**src/rtl/lsu_mem_port.sv**
```systemverilog
// Load/store unit port to a word-wide, one-cycle-latency data memory.
// Sub-word stores are handled as read-modify-write. Misaligned accesses and
// illegal width codes are answered with an error response and never touch memory.
module lsu_mem_port (
   input  logic        clk,
   input  logic        rst,
   input  logic        req_valid,
   output logic        req_ready,
   input  logic        req_we,
   input  logic [2:0]  req_funct3,
   input  logic [31:0] req_addr,
   input  logic [31:0] req_wdata,
   output logic        resp_valid,
   output logic [31:0] resp_rdata,
   output logic        resp_err,
   output logic        mem_we,
   output logic [31:0] mem_addr,
   output logic [31:0] mem_din,
   input  logic [31:0] mem_dout
);

   typedef enum logic [2:0] {
      IDLE,
      ISSUE,
      READ,
      MERGE,
      COMMIT,
      RESP
   } state_t;

   state_t      state, next_state;
   logic [31:0] addr_q;
   logic [2:0]  funct3_q;
   logic        we_q;
   logic [31:0] word_q;
   logic [31:0] din_q;

   logic        accept;
   logic        req_err;
   logic        lat_err;
   logic [31:0] load_data;
   logic [31:0] merged;

   // Misaligned access or width code not defined for the access direction.
   function automatic logic access_error(input logic we, input logic [2:0] f3,
                                         input logic [1:0] a);
      logic illegal;
      logic misaligned;
      if (we)
         illegal = (f3 > 3'd2);
      else
         illegal = (f3 == 3'd3) || (f3 == 3'd6) || (f3 == 3'd7);
      misaligned = ((f3[1:0] == 2'd2) && (a != 2'd0)) ||
                   ((f3[1:0] == 2'd1) && a[0]);
      return illegal || misaligned;
   endfunction

   assign accept  = req_valid && (state == IDLE);
   assign req_err = access_error(req_we, req_funct3, req_addr[1:0]);
   // The error is re-derived from the latched request rather than kept in a flag.
   assign lat_err = access_error(we_q, funct3_q, addr_q[1:0]);

   // State register and latched request; the store lane merge is taken from mem_dout at the end of READ.
   always_ff @(posedge clk) begin
      if (rst) begin
         state    <= IDLE;
         addr_q   <= '0;
         funct3_q <= '0;
         we_q     <= 1'b0;
         word_q   <= '0;
         din_q    <= '0;
      end else begin
         state <= next_state;
         if (accept) begin
            addr_q   <= req_addr;
            funct3_q <= req_funct3;
            we_q     <= req_we;
            if (!req_err)
               din_q <= req_wdata;
         end
         if (state == READ) begin
            word_q <= mem_dout;
            if (we_q)
               din_q <= merged;
         end
      end
   end

   // Next-state sequencing: loads ISSUE/READ, sw ISSUE/COMMIT, sb/sh ISSUE/READ/MERGE/COMMIT.
   always_comb begin
      next_state = state;
      case (state)
         IDLE: begin
            if (req_valid)
               next_state = req_err ? RESP : ISSUE;
         end
         ISSUE: begin
            if (we_q && (funct3_q[1:0] == 2'd2))
               next_state = COMMIT;
            else
               next_state = READ;
         end
         READ:    next_state = we_q ? MERGE : RESP;
         MERGE:   next_state = COMMIT;
         COMMIT:  next_state = RESP;
         RESP:    next_state = IDLE;
         default: next_state = IDLE;
      endcase
   end

   // Sub-word store merge: replace the addressed byte or half of the old word.
   always_comb begin
      logic [31:0] mask;
      logic [31:0] lane_data;
      mask      = '0;
      lane_data = '0;
      if (funct3_q[1:0] == 2'd0) begin
         mask      = 32'h0000_00FF << {addr_q[1:0], 3'b000};
         lane_data = {4{din_q[7:0]}};
      end else begin
         mask      = addr_q[1] ? 32'hFFFF_0000 : 32'h0000_FFFF;
         lane_data = {2{din_q[15:0]}};
      end
      merged = (mem_dout & ~mask) | (lane_data & mask);
   end

   // Load formatting: lane select by address, then sign or zero extension.
   always_comb begin
      logic [31:0] shifted;
      logic [15:0] half;
      shifted   = word_q >> {addr_q[1:0], 3'b000};
      half      = addr_q[1] ? word_q[31:16] : word_q[15:0];
      load_data = '0;
      case (funct3_q)
         3'd0:    load_data = {{24{shifted[7]}}, shifted[7:0]};
         3'd1:    load_data = {{16{half[15]}}, half};
         3'd2:    load_data = word_q;
         3'd4:    load_data = {24'd0, shifted[7:0]};
         3'd5:    load_data = {16'd0, half};
         default: load_data = '0;
      endcase
   end

   // Outputs decoded from state.
   always_comb begin
      req_ready  = (state == IDLE);
      resp_valid = (state == RESP);
      resp_err   = (state == RESP) && lat_err;
      resp_rdata = '0;
      if ((state == RESP) && !we_q && !lat_err)
         resp_rdata = load_data;
      mem_we   = (state == COMMIT);
      mem_addr = addr_q;
      mem_din  = din_q;
   end

endmodule

```
**config.mk**
```make
export PLATFORM = sky130hd
export DESIGN_NAME = lsu_mem_port
export DESIGN_NICKNAME = d
export VERILOG_FILES = /design/src/rtl/lsu_mem_port.sv
export SDC_FILE = /design/constraint.sdc
export NUM_CORES = 1
export LEC_CHECK = 0
export BUFFER_PORTS_ARGS = -buffer_cell sky130_fd_sc_hd__buf_2
export CAP_MARGIN = 0
export CORE_MARGIN = 2
export CORE_UTILIZATION = 47
export DETAILED_ROUTE_END_ITERATION = 16
export PLACE_DENSITY = 0.85
export SLEW_MARGIN = 20
export SYNTH_ARGS = -nofsm -noshare
export SYNTH_HDL_FRONTEND = slang
export SYNTH_SLANG_ARGS = --single-unit
```
**constraint.sdc**
```tcl
create_clock -name clk -period 2 [get_ports clk]
set_input_delay 0.3 -clock clk [delete_from_list [all_inputs] [get_ports clk]]
set_output_delay 0.3 -clock clk [all_outputs]
set_load 0.1 [all_outputs]
```
==> results of run 1 <==
power by group through the flow:
stage               Combinational, W  Sequential (W)  Clock (W)
floorplan                   0.000754         0.00293          0
global placement             0.00182         0.00232          0
detailed placement           0.00185         0.00232          0
CTS                          0.00189         0.00228    0.00124
global route                 0.00201         0.00230    0.00133
finish                       0.00191         0.00229    0.00124
critical path, cell delays in order, from the launching register on:
cell and delay (ns):
dfxtp_2 0.36, buf_4 0.14, a221oi_4 0.30, o21ai_4 0.07, or2_4 0.28, buf_12 0.17
a21oi_4 0.14, buf_12 0.19
cell families after synthesis:
| logic type | Yosys count | share of synthesized area |
|---|---|---|
| AOI/OAI and AO/OA | 211 | 0.279 |
| buffers and inverters | 58 | 0.0540 |
| DFF | 103 | 0.416 |
| and+or+nand+nor | 227 | 0.194 |
| muxes | 17 | 0.0570 |
timing repair:
item                                    CTS  global route
pin swaps                                 4             5
hold buffers                              0             0
cloned                                    2             1
endpoints found under the setup margin   33            32
buffers inserted                          4             0
gates resized for setup                  41             5
area by class of cell:
class	count	area, um^2	area share
multi-input cells	456	3150	0.411
flip-flops and latches	103	2070	0.271
repair buffers	255	2070	0.270
well taps	136	170	0.0222
clock buffers	10	128	0.0167
clock inverters	6	53.8	0.00703
inverters	4	15.0	0.00196
path summary, 6_finish.rpt:
kind | slack [ns] | from | depth (start not counted) | endpoint
worst max register to register | 0.13 | mem_addr[1] | 5 | mem_din[25]
worst min register to register | 0.46 | mem_addr[16] | 2 | mem_addr[16]
worst max-delay path | -0.34 | funct3_q[0] | 7 | resp_rdata[22]
worst min-delay path | 0.15 | req_addr[11] | 3 | mem_addr[11]
flip-flops by register name (all words and copies together) (netlist names), named ones only:
register / flops
funct3_q: 3
mem_din: 24
state: 3
we_q: 1
mem_addr: 32
word_q: 32
placed cells by master, fill, tap and decap left out, types with 2 or more instances in the layout:
| master | count |
|---|---|
| dfxtp_4 | 2 |
| nor4_4 | 2 |
| mux2i_1 | 8 |
| o2bb2ai_1 | 16 |
| dfxtp_1 | 97 |
| buf_12 | 41 |
| or2_4 | 2 |
| dfxtp_2 | 4 |
| buf_2 | 166 |
| nor3_1 | 4 |
| a221oi_2 | 8 |
| a22oi_1 | 14 |
| buf_4 | 43 |
| nand3_1 | 9 |
| nor2_2 | 2 |
| buf_6 | 3 |
| nor2_4 | 9 |
| inv_1 | 3 |
| a21oi_1 | 101 |
| nor3_4 | 2 |
| clkinv_4 | 2 |
| clkbuf_8 | 9 |
| a22oi_2 | 10 |
| inv_8 | 2 |
| nand2_1 | 178 |
| nand2_2 | 2 |
| a221oi_1 | 17 |
| o22ai_1 | 8 |
| a21oi_4 | 25 |
| mux4_2 | 9 |
| nor2_1 | 7 |
through the flow:
stage | hold slack (ns) | cells | cell area [um^2] | power (W)
after detailed placement | 0.443 | 947 | 7210 | 0.00417
after global routing | 0.149 | 970 | 7660 | 0.00563
final | 0.150 | 970 | 7660 | 0.00543
after global placement | 0.439 | 947 | 7210 | 0.00413
after CTS | 0.147 | 969 | 7620 | 0.00541
after floorplan | 0.426 | 616 | 5480 | 0.00369
synthesized netlist by cell type, types with 4 or more instances:
cell       count  area, um^2
nand2_1      180         676
a21oi_1      126         631
dfxtp_1      103        2060
clkbuf_1      31         116
a22oi_1       24         180
a221oi_1      17         149
nor2_1        16        60.1
o2bb2ai_1     16         140
buf_2         15        75.1
a221oi_2       9         135
mux4_2         9         203
nand3_1        9        45.0
mux2i_1        8        80.1
o22ai_1        8        50.1
nor3_1         6        30.0
buf_4          4        30.0
routing by layer:
| metal | wire length, um | vias up | GRT usage |
|---|---|---|---|
| met3 | 1590 | 39 | 0.0559 |
| met5 | 0 | - | 0 |
| li1 | - | 2630 | - |
| met2 | 8720 | 318 | 0.520 |
| met4 | 558 | 0 | 0.112 |
| met1 | 6950 | 2645 | 0.400 |
==> results.sh, run 1 <==
export IMPL_postRouteAntennaNets=0
export IMPL_peakVddDrop_uv=638
export IMPL_dpl_worst_slack_ns=-0.0614
export IMPL_ys_warnings_count=0
export IMPL_synth_seq_cells=103
export IMPL_drc=0
export IMPL_cp_max_fo=8
export IMPL_syn_area_um2=4960
export IMPL_first_pass_iters=7
export IMPL_synthDistinctLibCells=47
export IMPL_report_final_slew_viol_count=0
export IMPL_vias_per_cell=5.81
export IMPL_setup_viol=32
export IMPL_rsz0062_at_grt="true"
export IMPL_grt_use_total=0.310
export IMPL_hold_viol=0
export IMPL_path_class="flop to primary output"
export IMPL_fp_dieH_um=107
export IMPL_clockBufferDepth=2
export IMPL_syn_area_per_cell_um2=8.06
export IMPL_drt_iter0_markers=448
export IMPL_synth_cells=616
export IMPL_synth_edff_count=0
export IMPL_clockPowerShare=0.228
export IMPL_pwr_share_comb=0.351
export IMPL_cp_data_required_time_ns=1.70
export IMPL_diodes=0
export IMPL_p_seq_frac=0.421
export IMPL_p_leak_nw=2.91
export IMPL_ys_flop_type="dfxtp_1"
export IMPL_cts_tree="built"
export IMPL_port_buffers=202
export IMPL_power_density_nw_per_um2=709
export IMPL_yosysSeqAreaShare=0.416
export IMPL_clk_insertion_delay_late_ns=0.37
export IMPL_clkSlewWorstSetupHoldPaths_ns=0.11
export IMPL_maxCapViolCount=0
export IMPL_syn_nets=719
export IMPL_grt_max_degree=51
export IMPL_dp_hpwl_mm=13.5
export IMPL_synthArstFlopShare=0
export IMPL_placementRows=37
export IMPL_nFillCells=748
export IMPL_die_area_um2=11400
export IMPL_grt_pass1_vias=5443
export IMPL_num_vias=5632
export IMPL_fin_ws_ns=-0.336
export IMPL_violations="setup timing"
export IMPL_finalCritPeriodShare=1.17
export IMPL_grt_pass1_wl_mm=27.9
export IMPL_io_pin_count=203
export IMPL_initial_core_util=0.483
export IMPL_cts_buffers=9
export IMPL_skew_ns=0.0149
export IMPL_gp_congestion=0.933
export IMPL_cp_arrival_ns=2.04
export IMPL_p_int_w=0.00318
export IMPL_p_switching_w=0.00225
export IMPL_tightest_slew_ns=0.641
export IMPL_hold_path_class="primary input to flop"
export IMPL_post_route_util=0.745
export IMPL_grt_overflow=0
export IMPL_status="finished, violations left"
export IMPL_drive_gt1_frac=0.430
export IMPL_antenna_found_initial=1
export IMPL_swShare=0.414
export IMPL_fin_nets=932
export IMPL_routed_wirelength_mm=17.8
export IMPL_syn_to_final_growth_pct=54.3
export IMPL_fin_setup_tns_ns=-9.68
export IMPL_chipWidth_um=107
export IMPL_clockRootBuffer="clkbuf_8"
export IMPL_start_kind="flop"
export IMPL_core_area_um2=10300
export IMPL_wl_per_cell_um=18.4
export IMPL_period_needed_ns=2.34
export IMPL_h_tree_depth=3
export IMPL_clock_sinks=103
export IMPL_slew_headroom=0.571
export IMPL_max_freq_ghz=0.428
export IMPL_crit_path_end_kind="primary output"
No activity file was read; power rests on OpenSTA's default activity.
==> run 2: changes to the inputs <==
--- a/config.mk
+++ b/config.mk
@@ -5,7 +5,7 @@
 export SDC_FILE = /design/constraint.sdc
 export NUM_CORES = 1
 export LEC_CHECK = 0
-export BUFFER_PORTS_ARGS = -buffer_cell sky130_fd_sc_hd__buf_2
+export BUFFER_PORTS_ARGS = -buffer_cell sky130_fd_sc_hd__clkbuf_2
 export CAP_MARGIN = 0
 export CORE_MARGIN = 2
 export CORE_UTILIZATION = 47
==> run 2 against run 1 <==
Net effect:
- critical path type unchanged
- clock skew is essentially flat
- via count is 1.2% higher
- fmax down 0.55%
- critical endpoint is now resp_rdata[27]
- global-route usage grew 0.19 points
- die area stayed put
- clock-buffer cell count unchanged
- utilization shrank 0.13 points
- combinational power barely moved
- register-to-register slack gained 0.06 ns
- the flow still finishes with violations (setup timing)
- wire length increased by 4.5%
- non-clock buffer count decreased by 4
==> results.sh, run 2 (synthesis gave the netlist of run 1 again) <==
export IMPL_max_freq_ghz=0.426
export IMPL_clock_sinks=103
export IMPL_hold_viol=0
export IMPL_postRouteAntennaNets=0
export IMPL_setup_viol=32
export IMPL_rsz0062_at_grt="true"
export IMPL_worstReg2RegEnd="mem_din[30]"
export IMPL_drc=0
export IMPL_clockRootBuffer="clkbuf_8"
export IMPL_tightest_slew_ns=0.630
export IMPL_report_final_slew_viol_count=0
export IMPL_cp_arrival_ns=2.05
export IMPL_io_pin_count=203
export IMPL_routed_wirelength_mm=18.6
export IMPL_core_area_um2=10300
export IMPL_nFillCells=716
export IMPL_post_route_util=0.744
export IMPL_peakVddDrop_uv=720
export IMPL_power_w=0.00555
export IMPL_finalCritPeriodShare=1.17
export IMPL_clkSlewWorstSetupHoldPaths_ns=0.11
export IMPL_grt_pass1_vias=5411
export IMPL_num_vias=5699
export IMPL_period_needed_ns=2.35
export IMPL_drive_gt1_frac=0.430
export IMPL_hold_path_class="primary input to flop"
export IMPL_first_pass_iters=8
export IMPL_fp_dieH_um=107
export IMPL_fin_nets=928
export IMPL_power_density_nw_per_um2=726
export IMPL_grt_max_degree=56
export IMPL_chipWidth_um=107
export IMPL_syn_to_final_growth_pct=54.0
export IMPL_p_leak_nw=2.86
export IMPL_r2r_start="mem_addr[1]"
export IMPL_start_kind="flop"
export IMPL_grt_pass1_wl_mm=28.0
export IMPL_violations="setup timing"
export IMPL_initial_core_util=0.483
export IMPL_h_tree_depth=3
export IMPL_rrSetupSlack_ns=0.19
export IMPL_cp_max_fo=8
export IMPL_hold_buffers=0
export IMPL_ff2ff_path_depth=5
export IMPL_grt_use_total=0.312
export IMPL_hp_start="req_addr[8]"
export IMPL_status="finished, violations left"
export IMPL_diodes=0
export IMPL_final_cell_mix="nand2_1, clkbuf_2, a21oi_1"
export IMPL_dp_hpwl_mm=13.5
export IMPL_cp_data_required_time_ns=1.70
export IMPL_wl_per_cell_um=19.3
export IMPL_die_area_um2=11400
export IMPL_vias_per_cell=5.90
export IMPL_path_class="flop to primary output"
export IMPL_clockBufferDepth=2
export IMPL_skew_ns=0.0149
export IMPL_hold_ws_ns=0.141
export IMPL_holdPathStages=3
export IMPL_placementRows=37
export IMPL_hold_end="mem_addr[8]"
export IMPL_port_buffers=202
export IMPL_slew_headroom=0.580
export IMPL_final_common_cell="nand2_1"
export IMPL_crit_path_end_kind="primary output"
export IMPL_cts_tree="built"
export IMPL_dpl_worst_slack_ns=-0.0361
export IMPL_grt_overflow=0
export IMPL_clk_insertion_delay_late_ns=0.36
export IMPL_fin_ws_ns=-0.349
export IMPL_gp_congestion=0.898
export IMPL_cts_buffers=9
export IMPL_antenna_found_initial=0
export IMPL_maxCapViolCount=0
export IMPL_drt_iter0_markers=481
## run 2: final cells by class
class	instances	area, um^2	area share
timing repair buffer	251	2020	0.264
multi-input combinational	456	3160	0.413
clock inverter	6	66.3	0.00868
clock buffer	10	138	0.0180
sequential	103	2080	0.272
tap	136	170	0.0223
inverter	4	15.0	0.00196
## run 2: through the flow
| step | area (um^2) | setup TNS, ns | std cells |
|---|---|---|---|
| 2_1_floorplan | 5480 | -13.05 | 616 |
| 3_3_place_gp | 7260 | 0 | 942 |
| 3_5_place_dp | 7260 | -0.0840 | 942 |
| 4_1_cts | 7610 | -9.70 | 967 |
| 5_1_grt | 7640 | -11.58 | 966 |
| 6_report | 7640 | -9.71 | 966 |
## run 2: power breakdown
group / total (W) / internal, W / switching (W)
logic: 0.00191 / 0.000519 / 0.00139
clock network: 0.00135 / 0.000619 / 0.000727
registers: 0.00229 / 0.00218 / 0.000116
total: 0.00555 / 0.00332 / 0.00223
## run 2: worst max-delay path: stages (launching register included)
cell,delay (ns)
dfxtp_4,0.39
nor4bb_2,0.26
buf_4,0.17
o21ai_4,0.05
or2_4,0.29
buf_12,0.17
a21oi_4,0.16
buf_12,0.20
## run 2: worst max-delay path by stage
stage,end,from,slack (ns)
2_1_floorplan,resp_rdata[21],mem_addr[0],-0.56
3_3_place_gp,resp_rdata[5],mem_addr[0],0.04
3_5_place_dp,resp_rdata[14],funct3_q[0],-0.04
4_1_cts,resp_rdata[2],mem_addr[0],-0.34
5_1_grt,resp_rdata[5],mem_addr[0],-0.41
6_report,resp_rdata[27],we_q,-0.35
## run 2: timing repair
action,4_1_cts,5_1_grt
cloned,3,0
endpoints found under the setup margin,32,33
resized for setup,18,10
pin swaps,20,14
setup buffers,6,1
## run 2: routing by layer
layer,vias up,global-route usage,share of wire
met2,367,0.528,0.51
met5,-,0,0
met1,2652,0.391,0.36
met4,0,0.129,0.041
met3,61,0.0584,0.095
li1,2619,-,-
